[src/rtl/serial_subtractor.sv]
// rtl/serial_subtractor.sv - bit-serial two's-complement subtractor, diff = a - b, LSB first
// One full-subtractor cell and a borrow flip-flop; results held until the next publication.
module serial_subtractor #(
  parameter int WIDTH = 8
) (
  input  logic             clk,
  input  logic             rst_n,
  input  logic             start,
  input  logic [WIDTH-1:0] a,
  input  logic [WIDTH-1:0] b,
  output logic             busy,
  output logic             done,
  output logic [WIDTH-1:0] diff,
  output logic             borrow,
  output logic             zero,
  output logic             overflow
);

  localparam int CW = $clog2(WIDTH) + 1;

  typedef enum logic [1:0] {IDLE, RUN, DONE} state_t;

  state_t           state, state_nx;
  logic [WIDTH-1:0] sa, sb, res, res_nx;
  logic [CW-1:0]    cnt;
  logic             bin, a_msb, b_msb;
  logic             d, bout, last, accept;

  assign d      = sa[0] ^ sb[0] ^ bin;
  assign bout   = (~sa[0] & sb[0]) | (~(sa[0] ^ sb[0]) & bin);
  assign last   = (cnt == CW'(WIDTH - 1));
  assign accept = (state != RUN) && start;

  assign busy = (state == RUN);
  assign done = (state == DONE);

  // New difference bit enters from the MSB side so the LSB ends up at bit 0.
  always_comb begin
    res_nx            = res >> 1;
    res_nx[WIDTH-1]   = d;
  end

  always_ff @(posedge clk or negedge rst_n) begin
    if (!rst_n) state <= IDLE;
    else        state <= state_nx;
  end

  always_comb begin
    state_nx = state;
    case (state)
      IDLE:    if (start) state_nx = RUN;
      RUN:     if (last)  state_nx = DONE;
      DONE:    state_nx = start ? RUN : IDLE;
      default: state_nx = IDLE;
    endcase
  end

  always_ff @(posedge clk or negedge rst_n) begin
    if (!rst_n) begin
      sa       <= '0;
      sb       <= '0;
      res      <= '0;
      cnt      <= '0;
      bin      <= 1'b0;
      a_msb    <= 1'b0;
      b_msb    <= 1'b0;
      diff     <= '0;
      borrow   <= 1'b0;
      zero     <= 1'b0;
      overflow <= 1'b0;
    end else if (accept) begin
      sa    <= a;
      sb    <= b;
      a_msb <= a[WIDTH-1];
      b_msb <= b[WIDTH-1];
      res   <= '0;
      cnt   <= '0;
      bin   <= 1'b0;
    end else if (state == RUN) begin
      sa  <= sa >> 1;
      sb  <= sb >> 1;
      res <= res_nx;
      bin <= bout;
      cnt <= cnt + 1'b1;
      if (last) begin
        diff     <= res_nx;
        borrow   <= bout;
        zero     <= (res_nx == '0);
        overflow <= (a_msb != b_msb) && (res_nx[WIDTH-1] != a_msb);
      end
    end
  end

endmodule

[config.mk]
export PLATFORM = sky130hd
export DESIGN_NAME = serial_subtractor
export DESIGN_NICKNAME = d
export VERILOG_FILES = /design/src/rtl/serial_subtractor.sv
export SDC_FILE = /design/constraint.sdc
export NUM_CORES = 1
export LEC_CHECK = 0
export BUFFER_PORTS_ARGS = -buffer_cell sky130_fd_sc_hd__clkbuf_2
export CAP_MARGIN = 5
export CORE_ASPECT_RATIO = 1.2
export CORE_MARGIN = 10
export CORE_UTILIZATION = 30
export CTS_CLUSTER_DIAMETER = 150
export DETAILED_ROUTE_END_ITERATION = 7
export GPL_ROUTABILITY_DRIVEN = 0
export SLEW_MARGIN = 30
export SYNTH_ARGS = -nofsm -noshare
export SYNTH_HDL_FRONTEND = slang
export SYNTH_SLANG_ARGS = --single-unit
export TNS_END_PERCENT = 5
[constraint.sdc]
create_clock -name clk -period 1.3 [get_ports clk]
set_input_delay 0.26 -clock clk [delete_from_list [all_inputs] [get_ports clk]]
set_output_delay 0.26 -clock clk [all_outputs]
set_load 0.02 [all_outputs]
==> metrics.md <==
| Metric | Value |
|---|---|
| Outcome | finished with violations |
| Failing checks | negative setup slack |
| DR vias/cell | 4.355 |
| Int Power | around 3.5 mW |
| Worst VDD drop | about 900 uV |
| Crit end category | flip-flop |
| Total power | 5.538 mW |
| Most numerous cell in the Yosys netlist | dfrtp_1 |
| Top post-synthesis cells by count | dfrtp_1 (43), nand2_1 (35), o21ai_0 (27), mux2i_1 (19) |
| First-pass GRT wire length | 6.789 mm |
| Register Area | between 1000 and 1500 um^2 |
| FP Rows | 32 |
| Worst r2r src | sb[0]$_DFFE_PN0P_ |
| Syn Inst Count | 170 |
| Synth top area share | 55.59% |
| GRT overflow | 0 |
| Final setup vio count | 14 |
| Number of failing hold endpoints at the final stage | 0 |
| Net switching power | 2.036 mW |
| Post-route setup slack | -0.1326 ns |
| Critical path origin | sb[0]$_DFFE_PN0P_ |
| Arrival @ worst endpoint | 1.62 ns |
| Syn_nets | 192 |
| Fin crit share | 110.2% |
| Pre-Repair DR Iteration Count | 4 |
| TritonCTS clock tree | built |
| PD cells | 2243 nW/um^2 |
| Clock Path Buffers | 2 |
| Multi-input logic area | 794.5 um^2 |
| Register area share after synthesis | 55.59% |
| Cell total after placement | slightly below 300 |
| Unrepaired setup endpoints after global routing | yes |
| Syn Area/Cell | 11.39 um^2 |
| Via Count | 1,324 |
| Worst Max-Slew Pin Slew | 0.3443 ns |
| Final worst path period need | 1.433 ns |
| Clock sinks | 43 |
| Fillers | 641 |
| Ys Warns | 0 |
| Most used DFF post-synth | dfrtp_1 |
| Fmax | 698.0 MHz |
| Antenna viol nets, final | 0 |
| Initial Util | 30.40% |
| Hold WS | 0.2132 ns |
| Die Wd | a little over 90 um |
| Port-buffer cells | 31 |
| Synthesized flop and latch total | 43 |
| Root buffer cell | clkbuf_8 |
| Comb pwr share | 43.8% |
| Synth top area cells | dfrtp_1 (56%), mux2i_1 (9.8%), o21ai_0 (7.0%) |
| ANT cells | 0 |
| Initial antenna violation count | 0 |
| CTS Buf Count | 5 |
| First DRT Iteration DRCs | 21 |
| Fin. max-slew vios | 0 |
| Skew final | 0.005410 ns |
| Largest net degree at the start of global routing | 44 |
| Placeable Area | 6366 um^2 |
| Max-cap violations | 0 |
| Switching Fraction | 36.77% |
| Aggregate routed wire length | 3.859 mm |
| Crit path max fanout | 3 |
| Global Route Usage Sum | 8.541% |
| WP data required | 1.49 ns |
| HPWL Detailed | 2.842 mm |
| Syn-to-layout area delta | 27.54% |
| Drc violations | 0 |
| Clock power frac | 15.0% |
| Fraction of layout cells with a size suffix above 1 | between 30% and 40% |
| Max H-tree Level | 2 |
| Post-synth ARST share | 100.0% |
| Yosys top cell by area | dfrtp_1 |
| Part of the power in registers | about two fifths |
| Avg WL per Cell | 12.69 um |
| Post-synth EDFFs | 0 |
| HP Start | b[7] |
| IO Pins | 32 |
| Startpoint Class | flip-flop |
| Vias in the first global route | ~1,300 |
| DP Worst Slack | -0.1871 ns |
| Hold Path Class | in -> reg |
| Clock latency on the worst-skew pair | 0.30 ns |
| Mapped cell area | 1936 um^2 |
| Die Height | 108.0 um |
| Pleak | 1.182 nW |
| TNS Setup | -0.9788 ns |
| Die ar. | 10,080 um^2 |
| Max-slew headroom | 77.02% |
| Post-Layout Cell Count | a little over 300 |
| Yosys cell types | 22 |
| Clk slew on worst S/H paths | 0.08 ns |
| Critical path class | reg -> reg |
| Nets | 240 |
==> cell families (layout without fill, tap and decap cells) <==
group | after synthesis | in the layout | share of synthesized area (%)
and+or+nand+nor | 47 | 47 | 10.67
buffers and inverters | 17 | 66 | 5.106
muxes | 31 | 31 | 18.16
AOI/OAI and AO/OA | 28 | 28 | 7.305
xor gates and xnor gates | 1 | 1 | 0.4526
adders and majority gates | 3 | 3 | 2.715
DFF | 43 | 43 | 55.59
==> critical path, cell delays in order (launching register included) <==
cell     delay [ns]
dfrtp_1        0.41
fa_1           0.57
o22ai_1        0.09
mux2_4         0.25
==> final timing paths <==
path / to / slack, ns / depth (start not counted)
setup / recovery: overflow$_DFFE_PN0P_ / -0.13 / 3
max in group asynchronous: state[0]$_DFFE_PN0P_ / 0.62 / 3
min in group asynchronous: res[5]$_DFFE_PN0P_ / 0.47 / 3
hold / removal: b_msb$_DFFE_PN0P_ / 0.21 / 2
hold reg to reg: sa[5]$_DFFE_PN0P_ / 0.48 / 2
setup reg to reg: overflow$_DFFE_PN0P_ / -0.13 / 3
==> cell usage in the layout, fill, tap and decap left out, drive strengths merged <==
cell type    instances
dfrtp               43
clkbuf              36
nand2               35
o21ai               27
buf                 21
mux2i               19
mux2                12
inv                  7
nand3                4
nor2                 2
fa                   2
nand2b               2
nor4                 2
nor2b                1
nor3                 1
o22ai                1
xor2                 1
ha                   1
clkinv               1
dlygate4sd3          1
==> routing by layer <==
metal | vias to the layer above | wire, um | GRT usage (%)
li1 | 668 | - | -
met1 | 624 | 1683 | 10.24
met2 | 26 | 1818 | 12.55
met3 | 6 | 289 | 3.814
met4 | 0 | 68 | 4.636
met5 | - | 0 | 0
==> stage by stage <==
stage	util [%]	instance area (um^2)
global route	38.78	2469
global placement	35.97	2290
finish	38.78	2469
CTS	38.50	2451
floorplan	-	1936
detailed placement	35.97	2290
==> power groups by stage <==
stage	combinational (mW)	clock [mW]	sequential [mW]
floorplan	1.30	0	2.43
CTS	2.41	0.852	2.29
global route	2.73	0.920	2.38
detailed placement	2.20	0	2.30
global placement	2.14	0	2.28
finish	2.42	0.829	2.28
==> what timing repair did <==
action,in CTS,in global routing
cloned,0,0
setup endpoints to repair,40,18
hold endpoints to repair,43,0
setup buffers,2,0
resized for setup,17,7
hold buffers,1,0
pin swaps,4,2
==> flip-flops by register name, indices dropped and copies added (netlist names) <==
register	cells
diff	8
sa	8
sb	8
res	7
cnt	4
state	2
a_msb	1
b_msb	1
bin	1
borrow	1
overflow	1
zero	1
==> area by class of cell <==
cell class              count  area share [%]
clock inverters             1          0.2027
well taps                  85           4.308
clock buffers               7           3.092
inverters                   7           1.368
flip-flops and latches     43           43.59
repair buffers             51           15.26
multi-input cells         110           32.18
No activity file was read; power rests on OpenSTA's default activity.
